### config.mk
export PLATFORM = sky130hd
export DESIGN_NAME = dog_extrema_detect
export DESIGN_NICKNAME = d
export VERILOG_FILES = /design/src/rtl/sift_pkg.sv /design/src/rtl/kp_fifo.sv /design/src/rtl/dog_extrema_detect.sv
export SDC_FILE = /design/constraint.sdc
export NUM_CORES = 2
export LEC_CHECK = 0
export CORE_MARGIN = 2
export CORE_UTILIZATION = 43
export DETAILED_ROUTE_END_ITERATION = 16
export GPL_ROUTABILITY_DRIVEN = 0
export REMOVE_ABC_BUFFERS = 1
export SETUP_SLACK_MARGIN = 0.02
export SLEW_MARGIN = 20
export SYNTH_ARGS = -nofsm -noshare
export SYNTH_HDL_FRONTEND = slang
export SYNTH_HIERARCHICAL = 1
export SYNTH_SLANG_ARGS = --single-unit
### constraint.sdc
create_clock -name clk -period 11.25 [get_ports clk]
set_clock_uncertainty 0.2 [all_clocks]
set_input_delay 1.6875 -clock clk [delete_from_list [all_inputs] [get_ports clk]]
set_output_delay 1.6875 -clock clk [all_outputs]
set_load 0.01 [all_outputs]
### src/rtl/sift_pkg.sv
// sift_pkg: types shared by the SIFT pipeline stages.
//   DOG_W       : width of a signed DoG sample
//   dog_pix_t   : signed DoG sample
//   kp_rec_t    : keypoint record {x, y, is_min}
//   dog_state_t : frame-level FSM states of the extrema detector
//   dog_abs     : magnitude of a DoG sample, one bit wider so -256 -> 256
package sift_pkg;

    localparam int DOG_W = 9;

    // Coordinate fields are sized for the 128x128 frames this pipeline handles.
    localparam int KP_XW = 7;
    localparam int KP_YW = 7;

    typedef logic signed [DOG_W-1:0] dog_pix_t;

    typedef struct packed {
        logic [KP_XW-1:0] x;
        logic [KP_YW-1:0] y;
        logic             is_min;
    } kp_rec_t;

    typedef enum logic [1:0] {
        S_IDLE   = 2'd0,
        S_STREAM = 2'd1,
        S_DRAIN  = 2'd2,
        S_DONE   = 2'd3
    } dog_state_t;

    function automatic logic [DOG_W:0] dog_abs(input dog_pix_t v);
        logic signed [DOG_W:0] ext_v;
        logic        [DOG_W:0] mag_v;
        ext_v = {v[DOG_W-1], v};
        if (ext_v[DOG_W]) begin
            mag_v = -ext_v;
        end else begin
            mag_v = ext_v;
        end
        return mag_v;
    endfunction

endpackage

### src/rtl/kp_fifo.sv
// kp_fifo: synchronous FIFO with registered full/empty flags.
//   W, DEPTH        : entry width, number of entries (power of 2)
//   clk, rst        : clock, synchronous active-high reset
//   wr_en, wr_data  : push request and data; accepted when not full or
//                     when a pop happens in the same cycle
//   rd_en, rd_data  : pop request; rd_data shows the head entry
//   full, empty     : occupancy flags
module kp_fifo #(
    parameter int W     = 8,
    parameter int DEPTH = 16
) (
    input  logic         clk,
    input  logic         rst,
    input  logic         wr_en,
    input  logic [W-1:0] wr_data,
    input  logic         rd_en,
    output logic [W-1:0] rd_data,
    output logic         full,
    output logic         empty
);

    localparam int AW = $clog2(DEPTH);

    logic [W-1:0]  mem_r [DEPTH];
    logic [AW-1:0] wr_ptr_r;
    logic [AW-1:0] rd_ptr_r;
    logic [AW:0]   count_r;
    logic [AW:0]   count_next_s;
    logic          full_r;
    logic          empty_r;
    logic          do_rd_s;
    logic          do_wr_s;

    assign do_rd_s = rd_en & ~empty_r;
    // A pop in the same cycle frees the slot a push into a full FIFO needs.
    assign do_wr_s = wr_en & (~full_r | do_rd_s);

    // Occupancy after this cycle's push/pop.
    always_comb begin
        count_next_s = count_r;
        case ({do_wr_s, do_rd_s})
            2'b10:   count_next_s = count_r + 1'b1;
            2'b01:   count_next_s = count_r - 1'b1;
            default: count_next_s = count_r;
        endcase
    end

    // Pointers, occupancy and flags.
    always_ff @(posedge clk) begin
        if (rst) begin
            wr_ptr_r <= '0;
            rd_ptr_r <= '0;
            count_r  <= '0;
            full_r   <= 1'b0;
            empty_r  <= 1'b1;
        end else begin
            if (do_wr_s) begin
                wr_ptr_r <= wr_ptr_r + 1'b1;
            end
            if (do_rd_s) begin
                rd_ptr_r <= rd_ptr_r + 1'b1;
            end
            count_r <= count_next_s;
            full_r  <= (count_next_s == (AW+1)'(DEPTH));
            empty_r <= (count_next_s == (AW+1)'(0));
        end
    end

    // Storage array; contents are only meaningful between the pointers.
    always_ff @(posedge clk) begin
        if (do_wr_s) begin
            mem_r[wr_ptr_r] <= wr_data;
        end
    end

    assign rd_data = mem_r[rd_ptr_r];
    assign full    = full_r;
    assign empty   = empty_r;

endmodule

### src/rtl/dog_extrema_detect.sv
// dog_extrema_detect: finds strict 3x3 local extrema in a raster DoG frame.
//   clk, rst                   : clock, synchronous active-high reset
//   dog_pixel/dog_valid        : signed DoG sample stream, gaps allowed
//   dog_done                   : upstream end-of-frame pulse
//   kp_x/kp_y/kp_min/kp_valid  : keypoint FIFO head (0 = max, 1 = min)
//   kp_ready                   : consumer pops the head when kp_valid is high
//   kp_count                   : keypoints found this frame, incl. dropped
//   overflow_cnt               : keypoints dropped on a full FIFO
//   frame_error                : sticky, frame ended short of WIDTH*HEIGHT
//   frame_done                 : one-cycle pulse, frame processed and drained
module dog_extrema_detect
    import sift_pkg::*;
#(
    parameter int WIDTH      = 128,
    parameter int HEIGHT     = 128,
    parameter int THRESH     = 8,
    parameter int FIFO_DEPTH = 16
) (
    input  logic                      clk,
    input  logic                      rst,
    input  logic signed [DOG_W-1:0]   dog_pixel,
    input  logic                      dog_valid,
    input  logic                      dog_done,
    output logic [$clog2(WIDTH)-1:0]  kp_x,
    output logic [$clog2(HEIGHT)-1:0] kp_y,
    output logic                      kp_min,
    output logic                      kp_valid,
    input  logic                      kp_ready,
    output logic [15:0]               kp_count,
    output logic [7:0]                overflow_cnt,
    output logic                      frame_error,
    output logic                      frame_done
);

    localparam int XW  = $clog2(WIDTH);
    localparam int YW  = $clog2(HEIGHT);
    localparam int KPW = $bits(kp_rec_t);

    dog_state_t     state_r;
    dog_state_t     state_next_s;
    logic [XW-1:0]  x_r;
    logic [YW-1:0]  y_r;
    logic [XW-1:0]  cx_r;
    logic [YW-1:0]  cy_r;
    logic           eval_r;
    logic           last_s;
    logic           abort_s;
    logic           accept_s;

    dog_pix_t       lb0_r [WIDTH];  // row y-1
    dog_pix_t       lb1_r [WIDTH];  // row y-2
    dog_pix_t       win_r [3][3];   // [row][col], row 2 / col 2 newest

    dog_pix_t       centre_s;
    logic [DOG_W:0] mag_s;
    logic           is_max_s;
    logic           is_min_s;
    logic           cand_s;

    kp_rec_t        wr_rec_s;
    kp_rec_t        head_s;
    logic [KPW-1:0] rd_data_s;
    logic           fifo_full_s;
    logic           fifo_empty_s;
    logic           pop_s;
    logic           push_s;
    logic           drop_s;

    logic [15:0]    kp_count_r;
    logic [7:0]     overflow_cnt_r;
    logic           frame_error_r;
    logic           frame_done_r;

    assign last_s  = (x_r == XW'(WIDTH-1)) && (y_r == YW'(HEIGHT-1));
    // dog_done alongside the final sample is a normal end of frame.
    assign abort_s = (state_r == S_STREAM) & dog_done & ~(dog_valid & last_s);
    assign accept_s = dog_valid &
                      ((state_r == S_IDLE) | ((state_r == S_STREAM) & ~abort_s));

    // Frame FSM state register.
    always_ff @(posedge clk) begin
        if (rst) begin
            state_r <= S_IDLE;
        end else begin
            state_r <= state_next_s;
        end
    end

    // Frame FSM next-state logic.
    always_comb begin
        state_next_s = state_r;
        case (state_r)
            S_IDLE: begin
                if (dog_valid) begin
                    state_next_s = S_STREAM;
                end else begin
                    state_next_s = S_IDLE;
                end
            end
            S_STREAM: begin
                if ((accept_s && last_s) || abort_s) begin
                    state_next_s = S_DRAIN;
                end else begin
                    state_next_s = S_STREAM;
                end
            end
            S_DRAIN: begin
                if (!eval_r && fifo_empty_s) begin
                    state_next_s = S_DONE;
                end else begin
                    state_next_s = S_DRAIN;
                end
            end
            S_DONE:  state_next_s = S_IDLE;
            default: state_next_s = S_IDLE;
        endcase
    end

    // Raster position of the next sample and the pending window evaluation.
    always_ff @(posedge clk) begin
        if (rst) begin
            x_r    <= '0;
            y_r    <= '0;
            cx_r   <= '0;
            cy_r   <= '0;
            eval_r <= 1'b0;
        end else begin
            // Windows spanning a row wrap or the top two rows are never
            // evaluated, so stale line-buffer data never reaches the compare.
            eval_r <= accept_s && (x_r >= XW'(2)) && (y_r >= YW'(2));
            if (accept_s) begin
                cx_r <= x_r - 1'b1;
                cy_r <= y_r - 1'b1;
                if (x_r == XW'(WIDTH-1)) begin
                    x_r <= '0;
                    y_r <= y_r + 1'b1;
                end else begin
                    x_r <= x_r + 1'b1;
                end
            end else if (state_r == S_DONE) begin
                x_r <= '0;
                y_r <= '0;
            end
        end
    end

    // Line buffers (one read and one write per buffer per sample) and window shift.
    always_ff @(posedge clk) begin
        if (accept_s) begin
            for (int r = 0; r < 3; r++) begin
                for (int c = 0; c < 2; c++) begin
                    win_r[r][c] <= win_r[r][c+1];
                end
            end
            win_r[0][2]  <= lb1_r[x_r];
            win_r[1][2]  <= lb0_r[x_r];
            win_r[2][2]  <= dog_pixel;
            lb1_r[x_r]   <= lb0_r[x_r];
            lb0_r[x_r]   <= dog_pixel;
        end
    end

    // Strict extremum test of the window centre against its 8 neighbours.
    always_comb begin
        centre_s = win_r[1][1];
        is_max_s = 1'b1;
        is_min_s = 1'b1;
        for (int r = 0; r < 3; r++) begin
            for (int c = 0; c < 3; c++) begin
                is_max_s = is_max_s & ((r == 1 && c == 1) || (centre_s > win_r[r][c]));
                is_min_s = is_min_s & ((r == 1 && c == 1) || (centre_s < win_r[r][c]));
            end
        end
        mag_s  = dog_abs(centre_s);
        cand_s = eval_r & (is_max_s | is_min_s) & (mag_s >= (DOG_W+1)'(THRESH));
    end

    assign pop_s    = ~fifo_empty_s & kp_ready;
    assign push_s   = cand_s & (~fifo_full_s | pop_s);
    assign drop_s   = cand_s & fifo_full_s & ~pop_s;
    assign wr_rec_s = '{x: KP_XW'(cx_r), y: KP_YW'(cy_r), is_min: is_min_s};

    kp_fifo #(
        .W     (KPW),
        .DEPTH (FIFO_DEPTH)
    ) u_kp_fifo (
        .clk     (clk),
        .rst     (rst),
        .wr_en   (push_s),
        .wr_data (wr_rec_s),
        .rd_en   (pop_s),
        .rd_data (rd_data_s),
        .full    (fifo_full_s),
        .empty   (fifo_empty_s)
    );

    assign head_s = rd_data_s;

    // Per-frame statistics, error flag and completion pulse.
    always_ff @(posedge clk) begin
        if (rst) begin
            kp_count_r     <= 16'd0;
            overflow_cnt_r <= 8'd0;
            frame_error_r  <= 1'b0;
            frame_done_r   <= 1'b0;
        end else begin
            if ((state_r == S_IDLE) && dog_valid) begin
                kp_count_r     <= 16'd0;
                overflow_cnt_r <= 8'd0;
            end else begin
                if (cand_s && (kp_count_r != 16'hFFFF)) begin
                    kp_count_r <= kp_count_r + 16'd1;
                end
                if (drop_s && (overflow_cnt_r != 8'hFF)) begin
                    overflow_cnt_r <= overflow_cnt_r + 8'd1;
                end
            end
            if (abort_s) begin
                frame_error_r <= 1'b1;
            end
            frame_done_r <= (state_r == S_DRAIN) && (state_next_s == S_DONE);
        end
    end

    assign kp_x         = XW'(head_s.x);
    assign kp_y         = YW'(head_s.y);
    assign kp_min       = head_s.is_min;
    assign kp_valid     = ~fifo_empty_s;
    assign kp_count     = kp_count_r;
    assign overflow_cnt = overflow_cnt_r;
    assign frame_error  = frame_error_r;
    assign frame_done   = frame_done_r;

endmodule
* Word level (Yosys, flattened, before mapping)
Memory sizes are Yosys's and may differ from the RTL's. A register that Yosys moved wholly into a read port is not among the register bits. Index checks and enable logic that the tools add are counted.
Storage, ports and cells: memories kept 4, logic and storage cells 134, register bits 72, output and inout port bits 42, memory bits (writable) 2625, input bits 14
Operators by class: reductions and logical operators 16, equality and inequality tests 12, bitwise operators 36, $add $sub $neg 11, order comparisons 19, muxes and demuxes 21
Memory list:
- lb0_r | depth 128, bits a word 9, rd ports 1, clocked after memory_dff 1, write ports 1, RTL line dog_extrema_detect.sv:50 | dog_pix_t lb0_r [WIDTH];
- lb1_r | depth 128, bits a word 9, rd ports 1, clocked after memory_dff 1, write ports 1, RTL line dog_extrema_detect.sv:51 | dog_pix_t lb1_r [WIDTH];
- u_kp_fifo.mem_r | depth 16, bits a word 15, rd ports 1, clocked after memory_dff 1, write ports 1, RTL line kp_fifo.sv:24 | logic [W-1:0] mem_r [DEPTH];
- win_r | depth 3, bits a word 27, rd ports 3, clocked after memory_dff 0, write ports 3, RTL line dog_extrema_detect.sv:52 | dog_pix_t win_r [3][3];
Operator list (count):
- 9-bit > comparator | 8
- 9-bit less-than comparator | 8
- 7-bit 2-to-1 mux | 9
- 1-bit bitwise AND | 27
- 16-bit by 1-bit adder with 16-bit output, second input constant | 1
- 16-bit != test, second input constant | 1
- 7-bit by 1-bit adder with 7-bit output, second input constant | 2
- 7-bit == test, second input constant | 2
- 7-bit by 2-bit greater-or-equal comparator with 1-bit output, second input constant | 2
- 7-bit by 1-bit subtractor with 7-bit output, second input constant | 2
- 10-bit by 4-bit greater-or-equal comparator with 1-bit output, second input constant | 1
- 10-bit 2-to-1 mux | 1
- 9-bit negator with 10-bit output | 1
- 5-bit case mux with 2 select lines | 1
- 1-bit logical AND | 9
- 4-bit by 1-bit adder with 4-bit output, second input constant | 2
- 8-bit by 1-bit adder with 8-bit output, second input constant | 1
- 2-bit == test, second input constant | 4
- 4-bit 2-to-1 mux | 2
- 8-bit != test, second input constant | 1
- 2-bit case mux with 4 select lines | 1
- 1-bit 2-to-1 mux | 6
- 5-bit by 1-bit adder with 5-bit output, second input constant | 1
- 5-bit == test, second input constant | 1
- other kinds (13) | 21

* Longest topological paths before layout
An unclocked memory read counts as a cell.
depth in word-level cells 17, gate-level depth with buffers 22, mapped depth without buffers 19

* Cells and area by module
The synthesis kept the hierarchy.
Modules (own cells, without submodules):
- dog_extrema_detect | instances 1, cells an instance 4155, area an instance 95365.2 µm², sequential area each 72899.9 µm²
- kp_fifo | instances 1, cells an instance 457, area an instance 10109.7 µm², sequential area each 7587.3 µm²

* Worst setup path after synthesis
No wires, ideal clock.
kind input to register, start in dog_valid, end mem lb0_r[95][0] (netlist bit) (enable), setup slack 4553 ps, library setup time 393 ps, stages 8, data required time 10657 ps, arrival time 6104 ps, path buffers 2, cell sequence nand2_1 o311ai_0 nand2b_1 inv_1 buf_2 buf_1 nand2_1 nor2_1
Between the ends: longest elaborated chain between the ends 9
RTL lines:
- start, declared | RTL line dog_extrema_detect.sv:22 | input logic dog_valid,
- 1-bit bitwise AND | RTL line dog_extrema_detect.sv:76 | assign abort_s = (state_r == S_STREAM) & dog_done & ~(dog_valid & last_s);
- 1-bit NOT | RTL line dog_extrema_detect.sv:76
- 1-bit bitwise AND | RTL line dog_extrema_detect.sv:76
- 1-bit NOT | RTL line dog_extrema_detect.sv:78 | ((state_r == S_IDLE) | ((state_r == S_STREAM) & ~abort_s));
- 1-bit bitwise AND | RTL line dog_extrema_detect.sv:78
- 1-bit bitwise OR | RTL line dog_extrema_detect.sv:78
- 1-bit bitwise AND (*) | RTL line dog_extrema_detect.sv:77 | assign accept_s = dog_valid &
- via accept_s | RTL line dog_extrema_detect.sv:48 | logic accept_s;
- 1-bit 2-to-1 mux (*) | RTL line dog_extrema_detect.sv:149 | if (accept_s) begin
- 1-bit 2-to-1 mux (implied by the code) (*) | RTL line dog_extrema_detect.sv:159 | lb0_r[x_r] <= dog_pixel;
- end, declared | RTL line dog_extrema_detect.sv:50
The timed path passes the listed nets; every way through them passes the cells marked *.

==> metrics <==
Post-synth top flop edfxtp_1; CTS tree done; nets@finish 4943; post-route ant nets 0; overall global routing resource usage 20.1%; Critical Path Source Type register; Leakage 0.0363 uW; worst skew pair latency around 0.94 ns; unrepaired setup endpoints after global routing false; fin crit share between 50% and 60%; Vias 48600; Hold Violations, Final 0; Netlist cell types 65; Initial Utilization 43.3%; Port Buffers 55; Post-CTS Hold Buffers 0; aggregate global routing overflow 0; chip height roughly 500 um; vias in the first global route 48800; Power Density 184 nW/um2; cts bufs inserted 296; min-delay worst type register to register; Post-synth EDFFs 2625; Relative slew margins a little under a fifth; Top Family by Delay on Critical Path multiplexers; # rows 181; crit end category output pin; Largest stage delay, worst path roughly 0.73 ns; Synth Instances 4612; post-CTS setup buffers 0; Max IR drop VDD 0.000179 V; area delta synth->final 13.6%; Avg Cell Area, Syn 22.9 um2; status finished clean; async set-or-reset flop fraction in the synthesized netlist 0%; H-tree depth 5; drt first pass iters 5; CP Class register to output pin; worst path bufs/invs 2; IO Pins 56; cells along the critical path buf_4 > mux4_1 > mux4_2 > clkdlybuf4s50_1; Yosys reg bits 2708; Final setup viols 0; final WL 251000 um; worst-path fanout max 33; post_cts resized 0; initial antenna violation count 14; clock-pin slew on the worst setup and hold paths 0.05 ns; warnings from Yosys 6; pin count of the biggest net entering global routing 123; initial drt markers 5552; cell area after layout 120000 um2; DRC violations left 0; clock sink total approximately 2700; Worst Path Required 9.36 ns; total negative setup slack 0 ns; Power Total roughly 22000 uW; Clk Tree Root Cell clkbuf_16; Via-to-Cell Ratio 5.88; share of cells above drive strength 1 29.6%; Mapped Area 105000 um2; CP max stage cell dfxtp_4; Fmax achieved 167 MHz; clk buf depth 4; Die X 499 um; die area 249000 um2; HPWL Detailed 145000 um; global-route wire length before repair 360000 um; Routed WL per cell 30.4 um; Area after DPL 110000 um2; Worst Path Arrival ~4.1 ns; Max Slew Vio Count 0; Max Cap Viol 0; core footprint between 200000 and 250000 um2; register area share after synthesis between 70% and 80%; min cycle time layout 6.00 ns; slew of the pin with the lowest slew margin 1.21 ns
## per-stage QoR
step                hold slack [ns]  utilization [%]  std cells  setup slack [ns]
floorplan                     0.226                -       4381            -15.42
global placement              0.233             45.3       7743              5.11
detailed placement            0.235             45.3       7743              5.07
CTS                           0.246             49.1       8253              5.08
global route                  0.261             49.2       8255              5.04
finish                        0.246             49.2       8260              5.25
## report_power, final
group	total (uW)	switching, uW	internal (uW)
logic	1390	870	517
registers	11400	72.3	11300
clock network	9280	3810	5470
total	22000	4750	17300
## cells by family (layout without fill, tap and decap cells)
kind of cell / count (synthesis) / count (layout) / synth area share (%)
compound gates: 134 / 134 / 0.847
mux: 876 / 876 / 18.3
xor+xnor: 25 / 25 / 0.208
other cells: 0 / 6 / 0
flops: 2708 / 2708 / 76.3
simple gates: 459 / 459 / 2.04
buf+inv: 321 / 761 / 1.28
fa+ha+maj: 89 / 89 / 1.06
## final timing paths
path | depth (start not counted) | startpoint | end | slack (ns)
min reg2reg | 0 | win_r[0][57]$_DFFE_PP_ | win_r[0][66]$_DFFE_PP_ | 0.25
min | 0 | win_r[0][57]$_DFFE_PP_ | win_r[0][66]$_DFFE_PP_ | 0.25
max | 4 | register | kp_y[0] | 5.25
max reg2reg | 8 | register | lb1_r[91][1]$_DFFE_PP_ | 5.56
## cell usage in the layout, fill, tap and decap left out, drive strengths merged, types with 10 or more instances in the layout
| cell type | synthesis | routed |
|---|---|---|
| nand3 | 44 | 44 |
| nor3 | 24 | 24 |
| inv | 89 | 98 |
| o21ai | 13 | 13 |
| clkbuf | 137 | 362 |
| xor2 | 16 | 16 |
| nor2 | 203 | 203 |
| a211oi | 26 | 26 |
| mux4 | 831 | 831 |
| edfxtp | 2625 | 2625 |
| ha | 89 | 89 |
| clkinvlp | 0 | 10 |
| and3 | 11 | 11 |
| mux2 | 18 | 18 |
| nand4 | 18 | 18 |
| clkdlybuf4s50 | 0 | 45 |
| bufinv | 0 | 24 |
| nand2b | 11 | 11 |
| a21oi | 42 | 42 |
| clkinv | 1 | 106 |
| dfxtp | 83 | 83 |
| nor2b | 15 | 15 |
| mux2i | 27 | 27 |
| nand2 | 72 | 72 |
| or3 | 25 | 25 |
| buf | 94 | 116 |
## sequential cells by signal, indices dropped and copies added (netlist names), 4 cells and up, named ones only
| name | cells |
|---|---|
| x_r | 7 |
| y_r | 7 |
| u_kp_fifo/wr_ptr_r | 4 |
| cx_r | 7 |
| u_kp_fifo/mem_r | 240 |
| u_kp_fifo/rd_ptr_r | 4 |
| u_kp_fifo/count_r | 5 |
| lb0_r | 1152 |
| cy_r | 7 |
| win_r | 81 |
| overflow_cnt | 8 |
| kp_count | 16 |
| lb1_r | 1152 |
## layout make-up
type,instances,area (um2)
clock inverter,148,1340
antenna,6,15.0
clock buffer,362,7810
sequential,2708,80500
inverter,90,340
multi-input combinational,1583,24300
timing repair buffer,161,1440
tap,3202,4010
fill,19200,124000
## worst reg2reg max path, stage by stage (launching register included)
cell and delay [ns]:
dfxtp_4 0.73, buf_4 0.59, buf_4 0.77, mux4_2 0.67, mux4_2 0.58, mux4_2 0.58, mux2_4 0.48, buf_4 0.33
buf_16 0.26
## cell usage after synthesis (11+ instances only)
cell / count / area share, %
a211oi_1: 26 / 0.19
a21oi_1: 42 / 0.20
and3_1: 11 / 0.065
buf_1: 17 / 0.060
buf_2: 68 / 0.32
clkbuf_1: 136 / 0.48
dfxtp_1: 83 / 1.6
edfxtp_1: 2625 / 75
ha_1: 89 / 1.1
inv_1: 89 / 0.32
mux2_2: 18 / 0.19
mux2i_1: 27 / 0.26
mux4_1: 20 / 0.50
mux4_2: 811 / 17
nand2_1: 72 / 0.26
nand2b_1: 11 / 0.065
nand3_1: 44 / 0.21
nand4_1: 18 / 0.11
nor2_1: 203 / 0.72
nor2b_1: 15 / 0.089
nor3_1: 24 / 0.11
o21ai_0: 12 / 0.057
or3_1: 25 / 0.15
xor2_1: 16 / 0.13
## metal layers
layer	GRT usage (%)	vias up	routed length [um]
met3	3.24	353	17500
li1	-	20000	-
met4	5.25	2	5820
met2	31.4	1821	119000
met1	29.6	26400	108000
met5	0	-	10
Power figures use the tool's default switching activity.
